$ cat config.mk
export PLATFORM = sky130hd
export DESIGN_NAME = fp_mul_pipe
export DESIGN_NICKNAME = d
export VERILOG_FILES = /design/src/rtl/fp_mul_pipe.sv
export SDC_FILE = /design/constraint.sdc
export NUM_CORES = 2
export LEC_CHECK = 0
export CAP_MARGIN = 20
export CORE_MARGIN = 3
export CORE_UTILIZATION = 45
export CTS_CLUSTER_DIAMETER = 120
export CTS_CLUSTER_SIZE = 20
export DETAILED_ROUTE_END_ITERATION = 8
export PLACE_DENSITY = 0.73
export SYNTH_ARGS = -nofsm -noshare
export SYNTH_HDL_FRONTEND = slang
export SYNTH_SLANG_ARGS = --single-unit
$ cat constraint.sdc
create_clock -name clk -period 9 [get_ports clk]
set_input_delay 1.8 -clock clk [delete_from_list [all_inputs] [get_ports clk]]
set_output_delay 1.8 -clock clk [all_outputs]
set_load 0.02 [all_outputs]
$ cat src/rtl/fp_mul_pipe.sv
// fp_mul_pipe: pipelined binary32 multiplier with flush-to-zero.
// Operands are captured at the input boundary, then unpacked/classified,
// multiplied, and finally normalized/rounded/packed into the output registers.
// Optional sticky overflow/underflow flags: define FP_MUL_STICKY_FLAGS_EN.
module fp_mul_pipe (
    input  logic        clk,
    input  logic        rst,
    input  logic        in_valid,
    input  logic [2:0]  r_mode,
    input  logic [31:0] fp_X,
    input  logic [31:0] fp_Y,
`ifdef FP_MUL_STICKY_FLAGS_EN
    input  logic        flag_clr,
    output logic        ovrf_sticky,
    output logic        udrf_sticky,
`endif
    output logic        out_valid,
    output logic [31:0] fp_Z,
    output logic        ovrf,
    output logic        udrf
);
    localparam logic [2:0] MODE_RTZ = 3'b001;
    localparam logic [2:0] MODE_RDN = 3'b010;
    localparam logic [2:0] MODE_RUP = 3'b011;
    localparam logic [2:0] MODE_RMM = 3'b100;

    // Input boundary registers
    logic        in_valid_q;
    logic [31:0] x_q, y_q;
    logic [2:0]  mode_q;

    // S1: unpacked operands and their classes (index 0 = X, 1 = Y)
    logic        s1_valid_q, s1_sx_q, s1_sy_q;
    logic [7:0]  s1_ex_q, s1_ey_q;
    logic [23:0] s1_mx_q, s1_my_q;
    logic [1:0]  s1_zero_q, s1_inf_q, s1_nan_q;
    logic [2:0]  s1_mode_q;

    // S2: raw product, provisional exponent, resolved special cases
    logic               s2_valid_q, s2_sign_q;
    logic signed [9:0]  s2_exp_q;
    logic [47:0]        s2_prod_q;
    logic               s2_nan_q, s2_inf_q, s2_zero_q;
    logic [2:0]         s2_mode_q;

    // S3: output registers
    logic        out_valid_q, ovrf_q, udrf_q;
    logic [31:0] fp_z_q;

    // Operand classification, identical for both operands
    logic [1:0][31:0] op_w;
    logic [1:0]       zero_d, inf_d, nan_d;
    assign op_w = {y_q, x_q};
    generate
        for (genvar gi = 0; gi < 2; gi++) begin : g_cls
            assign zero_d[gi] = (op_w[gi][30:23] == 8'h00);
            assign inf_d[gi]  = (op_w[gi][30:23] == 8'hFF) && (op_w[gi][22:0] == 23'd0);
            assign nan_d[gi]  = (op_w[gi][30:23] == 8'hFF) && (op_w[gi][22:0] != 23'd0);
        end
    endgenerate

    // S2 next-state: significand product, exponent sum and special-case priority
    logic [47:0]       s2_prod_d;
    logic signed [9:0] s2_exp_d;
    logic              s2_nan_d;
    assign s2_prod_d = {24'd0, s1_mx_q} * {24'd0, s1_my_q};
    assign s2_exp_d  = $signed({2'b00, s1_ex_q}) + $signed({2'b00, s1_ey_q}) - 10'sd127;
    assign s2_nan_d  = (|s1_nan_q) | (s1_inf_q[0] & s1_zero_q[1]) | (s1_inf_q[1] & s1_zero_q[0]);

    // S3 next-state: normalize, round, detect range errors, pack
    logic              hi, grd, rnd, stk, inc, to_inf;
    logic [23:0]       m_norm;
    logic [24:0]       m_rnd;
    logic [22:0]       frac;
    logic signed [9:0] e_norm, e_rnd;
    logic [31:0]       z_d;
    logic              ov_d, ud_d;

    // Rounding and result selection for the operation in S2
    always_comb begin
        hi     = s2_prod_q[47];
        m_norm = hi ? s2_prod_q[47:24] : s2_prod_q[46:23];
        grd    = hi ? s2_prod_q[23] : s2_prod_q[22];
        rnd    = hi ? s2_prod_q[22] : s2_prod_q[21];
        stk    = hi ? (|s2_prod_q[21:0]) : (|s2_prod_q[20:0]);
        e_norm = s2_exp_q + $signed({9'd0, hi});
        case (s2_mode_q)
            MODE_RTZ: begin inc = 1'b0;                           to_inf = 1'b0;        end
            MODE_RDN: begin inc = s2_sign_q & (grd | rnd | stk);  to_inf = s2_sign_q;   end
            MODE_RUP: begin inc = ~s2_sign_q & (grd | rnd | stk); to_inf = ~s2_sign_q;  end
            MODE_RMM: begin inc = grd;                            to_inf = 1'b1;        end
            default:  begin inc = grd & (rnd | stk | m_norm[0]);  to_inf = 1'b1;        end
        endcase
        m_rnd = {1'b0, m_norm} + {24'd0, inc};
        // A carry out of the significand leaves 1.000..., so the fraction is zero
        e_rnd = e_norm + $signed({9'd0, m_rnd[24]});
        frac  = m_rnd[24] ? m_rnd[23:1] : m_rnd[22:0];
        z_d   = {s2_sign_q, e_rnd[7:0], frac};
        ov_d  = 1'b0;
        ud_d  = 1'b0;
        if (s2_nan_q) begin
            z_d = 32'h7FC00000;
        end else if (s2_inf_q) begin
            z_d = {s2_sign_q, 8'hFF, 23'd0};
        end else if (s2_zero_q) begin
            z_d = {s2_sign_q, 31'd0};
        end else if (e_rnd >= 10'sd255) begin
            ov_d = 1'b1;
            z_d  = to_inf ? {s2_sign_q, 8'hFF, 23'd0} : {s2_sign_q, 31'h7F7FFFFF};
        end else if (e_rnd <= 10'sd0) begin
            ud_d = 1'b1;
            z_d  = {s2_sign_q, 31'd0};
        end
    end

    // Pipeline registers; outputs only update when a valid result arrives
    always_ff @(posedge clk or posedge rst) begin
        if (rst) begin
            in_valid_q  <= 1'b0;
            x_q         <= '0;
            y_q         <= '0;
            mode_q      <= '0;
            s1_valid_q  <= 1'b0;
            s1_sx_q     <= 1'b0;
            s1_sy_q     <= 1'b0;
            s1_ex_q     <= '0;
            s1_ey_q     <= '0;
            s1_mx_q     <= '0;
            s1_my_q     <= '0;
            s1_zero_q   <= '0;
            s1_inf_q    <= '0;
            s1_nan_q    <= '0;
            s1_mode_q   <= '0;
            s2_valid_q  <= 1'b0;
            s2_sign_q   <= 1'b0;
            s2_exp_q    <= '0;
            s2_prod_q   <= '0;
            s2_nan_q    <= 1'b0;
            s2_inf_q    <= 1'b0;
            s2_zero_q   <= 1'b0;
            s2_mode_q   <= '0;
            out_valid_q <= 1'b0;
            fp_z_q      <= '0;
            ovrf_q      <= 1'b0;
            udrf_q      <= 1'b0;
        end else begin
            in_valid_q  <= in_valid;
            x_q         <= fp_X;
            y_q         <= fp_Y;
            mode_q      <= r_mode;
            s1_valid_q  <= in_valid_q;
            s1_sx_q     <= x_q[31];
            s1_sy_q     <= y_q[31];
            s1_ex_q     <= x_q[30:23];
            s1_ey_q     <= y_q[30:23];
            s1_mx_q     <= {1'b1, x_q[22:0]};
            s1_my_q     <= {1'b1, y_q[22:0]};
            s1_zero_q   <= zero_d;
            s1_inf_q    <= inf_d;
            s1_nan_q    <= nan_d;
            s1_mode_q   <= mode_q;
            s2_valid_q  <= s1_valid_q;
            s2_sign_q   <= s1_sx_q ^ s1_sy_q;
            s2_exp_q    <= s2_exp_d;
            s2_prod_q   <= s2_prod_d;
            s2_nan_q    <= s2_nan_d;
            s2_inf_q    <= |s1_inf_q;
            s2_zero_q   <= |s1_zero_q;
            s2_mode_q   <= s1_mode_q;
            out_valid_q <= s2_valid_q;
            if (s2_valid_q) begin
                fp_z_q <= z_d;
                ovrf_q <= ov_d;
                udrf_q <= ud_d;
            end
        end
    end

    assign out_valid = out_valid_q;
    assign fp_Z      = fp_z_q;
    assign ovrf      = ovrf_q;
    assign udrf      = udrf_q;

`ifdef FP_MUL_STICKY_FLAGS_EN
    logic ovrf_sticky_q, udrf_sticky_q;

    // Sticky flags: a new flagged result outranks a simultaneous clear
    always_ff @(posedge clk or posedge rst) begin
        if (rst) begin
            ovrf_sticky_q <= 1'b0;
            udrf_sticky_q <= 1'b0;
        end else begin
            if (s2_valid_q && ov_d)
                ovrf_sticky_q <= 1'b1;
            else if (flag_clr)
                ovrf_sticky_q <= 1'b0;
            if (s2_valid_q && ud_d)
                udrf_sticky_q <= 1'b1;
            else if (flag_clr)
                udrf_sticky_q <= 1'b0;
        end
    end

    assign ovrf_sticky = ovrf_sticky_q;
    assign udrf_sticky = udrf_sticky_q;
`endif
endmodule

; Yosys cells after proc, flatten, opt, wreduce, memory -nomap -nowiden
; Cells that the tools add are included.
[word_totals]
inputBits = 70
reg_bits = 245
elab_cells = 91
out_inout_bits = 35
[op_classes]
magnitude_cmp = 2
n_bitwise = 13
multipliers = 1
n_eq_ne = 6
mux = 22
n_reduce_logical = 15
addsub = 5
[ops]
columns = operator, count
row1 = 31-bit two-way mux, 4
row2 = 24-bit by 24-bit multiplier with 48-bit output, 1
row3 = 24-bit two-way mux, 2
row4 = 23-bit zero test, 2
row5 = 23-bit nonzero test, 2
row6 = 32-bit two-way mux, 1
row7 = 24-bit by 1-bit adder with 25-bit output, 1
row8 = 23-bit two-way mux, 1
row9 = 22-bit OR reduction, 1
row10 = 21-bit OR reduction, 1
row11 = 10-bit by 2-bit adder with 10-bit output, 2
row12 = "8-bit equality test, second input constant", 2
row13 = 8-bit zero test, 2
row14 = 1-bit two-way mux, 12
row15 = "10-bit by 9-bit greater-or-equal comparator with 1-bit output, second input constant", 1
row16 = "10-bit by 1-bit <= comparator with 1-bit output, second input constant", 1
row17 = "9-bit by 7-bit subtractor with 10-bit output, second input constant", 1
row18 = 8-bit by 8-bit adder with 9-bit output, 1
row19 = "3-bit by 2-bit equality test with 1-bit output, second input constant", 2
row20 = 1-bit bitwise OR, 6
row21 = 2-bit OR reduction, 3
row22 = 1-bit bitwise AND, 5
row23 = 1-bit logical AND, 4
row24 = 1-bit case mux with 4 select lines, 1
row25 = other kinds (5), 5

; Logic depth before layout (Yosys ltp)
[depth]
word_depth = 14
depth_mapped = 30
ltp_nobuf = 25

; Worst setup path after synthesis
; OpenSTA, ideal clock, no wires.
[synth_path]
path_type = register to register
from = register s1_mx_q[23]
to = register s2_prod_q[42]
setup_slack_ps = 2483
period_less_slack_ps = 6517
n_path_buf = 3
setup_time_ps = 79
t_arrival_ps = 6438
path_stages_with_launch = 26
t_required_ps = 8921
cell_sequence = dfrtp_1 > clkbuf_1 > clkbuf_1 > and2_1 > fa_1 > fa_1 > inv_1 > fa_1 > fa_1 > inv_1 > fa_1 > fa_1 > inv_1 > fa_1 > inv_1 > ha_1 > clkbuf_1 > nand4_1 > nor2_1 > inv_1 > nor3_1 > a41oi_2 > o31ai_1 > a21oi_1 > o21ai_1 > xor2_1
[synth_between]
elab_chain_cells = 1
[synth_lines]
columns = element, line_no
row1 = start: declaration, 35  ; logic [23:0] s1_mx_q, s1_my_q;
row2 = start signal: assignment, 156  ; s1_mx_q <= {1'b1, x_q[22:0]};
row3 = 24-bit by 24-bit multiplier with 48-bit output, 66  ; assign s2_prod_d = {24'd0, s1_mx_q} * {24'd0, s1_my_q};
row4 = via s2_prod_d[42], 63  ; logic [47:0] s2_prod_d;
row5 = end signal: assignment, 165  ; s2_prod_q <= s2_prod_d;
row6 = end: declaration, 42  ; logic [47:0] s2_prod_q;
; The timed path passes the listed nets, and every way through them passes these cells.
; A chain may end at the register's enable or synchronous reset.

; Worst setup path in the final report
[layout_path]
from = register s1_my_q[9]
to = register s2_prod_q[42]
[layout_between]
elab_chain_cells = 1
[layout_lines]
columns = element, line_no
row1 = start: declaration, 35
row2 = start signal: assignment, 157  ; s1_my_q <= {1'b1, y_q[22:0]};
row3 = 24-bit by 24-bit multiplier with 48-bit output, 66
row4 = via s2_prod_d[42], 63
; The timed path passes the listed nets, and every way through them passes these cells.

==> flow_summary.yaml <==
timing:
  worst_pin_slew_ps: 1100
  finalSetupTns_ps: 0
  hold_viol_final: 0
  fin_ws_ps: 1567
  skew_ps: 14.91
  min_period_over_period_pct: 82.59
  setup_viol: 0
  maxSlewViolCount: 0
  fmax_mhz: 134.5
  min_period_ps: 7433
  max_slew_margin_pct: 26.67
  rsz0062_at_grt: "no"
route:
  wl_met2_mm: 30.30
  drcViolationCount: 0
  ant_nets: 0
  wirelength_met1_mm: 26.11
  dr.first_iter.drc_count: 1171
  wl_per_cell_um: 17.02
  drt_wl_total_mm: 61.61
  via_per_inst: 5.199
  route.met3.wl_mm: 3.231
  top_layer: "met4"
  vias: 18819
  firstDrtPassIters: 6
clock_tree:
  cts.repair.resized: 0
  clk_pin_slew_worst_paths_ps: 90
  clock_latency_ps: 510
  cts_tree: "done"
  cts_buffers: 16
  clockBufferDepth: 3
  cts_root_buffer: "clkbuf_16"
  htree_levels: 1
  cts.sinks: 244
  post_cts_buffers: 0
  cts_hold_buf: 0
global_route:
  antenna_found_initial: 1
  grt_max_degree: 170
  grt-ovfl-total: 0
  track_usage_pct: 20.02
  grt_pass1_wl_mm: 103.5
  grt_pass1_vias: 20412
floorplan:
  rows: 90
  core-area_um2: 60580
  die_y_um: 254.1
  chipWidth_um: 254.1
  start_util_pct: 45.71
  die_area_um2: 64560
  num_io_pins: 105
synthesis:
  post_synth.cell_area_avg_um2: 9.800
  synthCells: 2826
  yosysWarnings: 0
  synth-seq-area-share_pct: 22.05
  async_flop_share_pct: 100.0
  synthFlopType: "dfrtp_1"
  synth_nets: 3572
  yosys.area.top_type: "fa_1"
  syn-cell-area_um2: 27700
  synth_top_area_share_pct: 34.99
  ys_types: 70
  synth-edff-count: 0
  synthTopCellsByArea: "fa_1 35%, dfrtp_1 22%, ha_1 8.7%, inv_1 8.3%, and2_1 6.7%"
  ys_seq_elements: 244
worst_setup_path:
  cp-end-kind: "register"
  worstPathRequired_ps: 9390
  start_kind: "register"
  path_class: "register to register"
  cp.arrival_ps: 7820
  crit_fanout: 24
finish:
  antennaDiodeCount: 0
  drive_gt1_share_pct: 2.044
  n_fill_cell: 5493
  fin_util_pct: 49.20
  syn_to_final_growth_pct: 7.617
  nNetsFinal: 3581
placed_design:
  portBuffers: 104
  globalplace.congestion: 0.8833
  place_ws_ps: 1628
  dp_hpwl_mm: 49.02
worst_hold_path:
  min_path_type: "register to register"
run:
  maxCapViolCount: 0
run_status:
  status: "completed"
[kinds of logic (layout without fill, tap and decap cells)]
group           count (synthesis)  in the layout  share of synthesized area [%]
buf+inv                       739            751                          10.12
fa+ha+maj                     676            676                          43.66
xor+xnor                       90             90                          2.873
other cells                     1              1                        0.01354
mux                            19             19                         0.7138
simple gates                  826            826                          15.09
compound gates                231            231                          5.476
flops                         244            244                          22.05
[state kept, by name, summed over array words and instances, names as in the netlist, 2 cells and up]
| register | count |
|---|---|
| s2_prod_q | 48 |
| fp_Z | 32 |
| x_q | 32 |
| y_q | 32 |
| s1_mx_q | 24 |
| s1_my_q | 23 |
| s2_exp_q | 10 |
| s1_ex_q | 8 |
| s1_ey_q | 8 |
| mode_q | 3 |
| s1_mode_q | 3 |
| s2_mode_q | 3 |
| s1_inf_q | 2 |
| s1_nan_q | 2 |
| s1_zero_q | 2 |
[metal layers]
metal,vias up,GRT usage [%]
met4,0,6.094
met2,506,34.32
met1,9695,26.52
li1,8490,-
met5,-,0
met3,128,2.753
[final cells by class]
class	count	area, µm²	share of cell area [%]
multi-input cells	1843	18790	63.05
flip-flops and latches	244	6107	20.49
inverters	609	2293	7.695
repair buffers	121	1181	3.963
well taps	782	978.4	3.283
clock buffers	20	436.7	1.465
clock inverters	1	16.27	0.05457
[Yosys cell counts (9+ instances only)]
master / instances
o22ai_1: 25
dfrtp_1: 244
and2_1: 295
inv_1: 609
fa_1: 484
a21o_1: 28
nand3_1: 35
xor2_1: 33
ha_1: 192
nor2_1: 45
nand2_1: 345
nand4_1: 20
a21oi_1: 78
nand2b_1: 13
o21ai_0: 20
mux2i_1: 15
nor2b_1: 12
and3_1: 9
a31oi_1: 9
xnor2_1: 56
clkbuf_1: 119
nor4_1: 18
o21ai_1: 13
[path summary, 6_finish.rpt]
check / endpoint / cells after the start / startpoint / slack (ps)
worst max-delay path: s2_prod_q[42]$_DFF_PP0_ / 23 / s1_my_q[9]$_DFF_PP0_ / 1570
worst min-delay path: s2_mode_q[2]$_DFF_PP0_ / 0 / s1_mode_q[2]$_DFF_PP0_ / 350
worst max register to register: s2_prod_q[42]$_DFF_PP0_ / 23 / s1_my_q[9]$_DFF_PP0_ / 1570
worst min register to register: s2_mode_q[2]$_DFF_PP0_ / 0 / s1_mode_q[2]$_DFF_PP0_ / 350
max in group asynchronous: y_q[3]$_DFF_PP0_ / 3 / rst / 5950
min in group asynchronous: x_q[10]$_DFF_PP0_ / 2 / rst / 1750
[worst max-delay path, stage by stage (launching register included)]
cell and delay, ps:
dfrtp_1 1070, nand2_1 200, fa_1 580, inv_1 60, fa_1 530, inv_1 60, fa_1 530, inv_1 60
fa_1 580, fa_1 440, fa_1 490, inv_1 50, fa_1 480, inv_1 40, ha_1 390, a21o_1 220
a21o_1 170, a21oi_1 180, o21ai_1 150, a221oi_1 330, o31ai_1 170, a21oi_1 250, o21ai_1 110, xor2_1 150
[cell usage in the layout, fill, tap and decap left out, types with 28 or more instances in the layout]
| cell type | Yosys | routed |
|---|---|---|
| xor2_1 | 33 | 33 |
| xnor2_1 | 56 | 56 |
| inv_1 | 609 | 608 |
| ha_1 | 192 | 192 |
| nand3_1 | 35 | 35 |
| clkdlybuf4s50_1 | 0 | 104 |
| and2_1 | 295 | 295 |
| fa_1 | 484 | 484 |
| a21oi_1 | 78 | 78 |
| dfrtp_1 | 244 | 243 |
| nor2_1 | 45 | 45 |
| nand2_1 | 345 | 345 |
| a21o_1 | 28 | 28 |
[through the flow]
| stage | hold WS [ps] | area, µm² | std cells |
|---|---|---|---|
| CTS | 353.7 | 29800 | 3619 |
| floorplan | 331.2 | 27700 | 2826 |
| global route | 358.0 | 29800 | 3620 |
| finish | 350.7 | 29800 | 3620 |
| detailed placement | 334.7 | 29340 | 3598 |
| global placement | 332.6 | 29340 | 3598 |
Power is left out: the tool's default activity adds up to more than one toggle a clock period on the data nets, which glitch-free logic cannot reach.
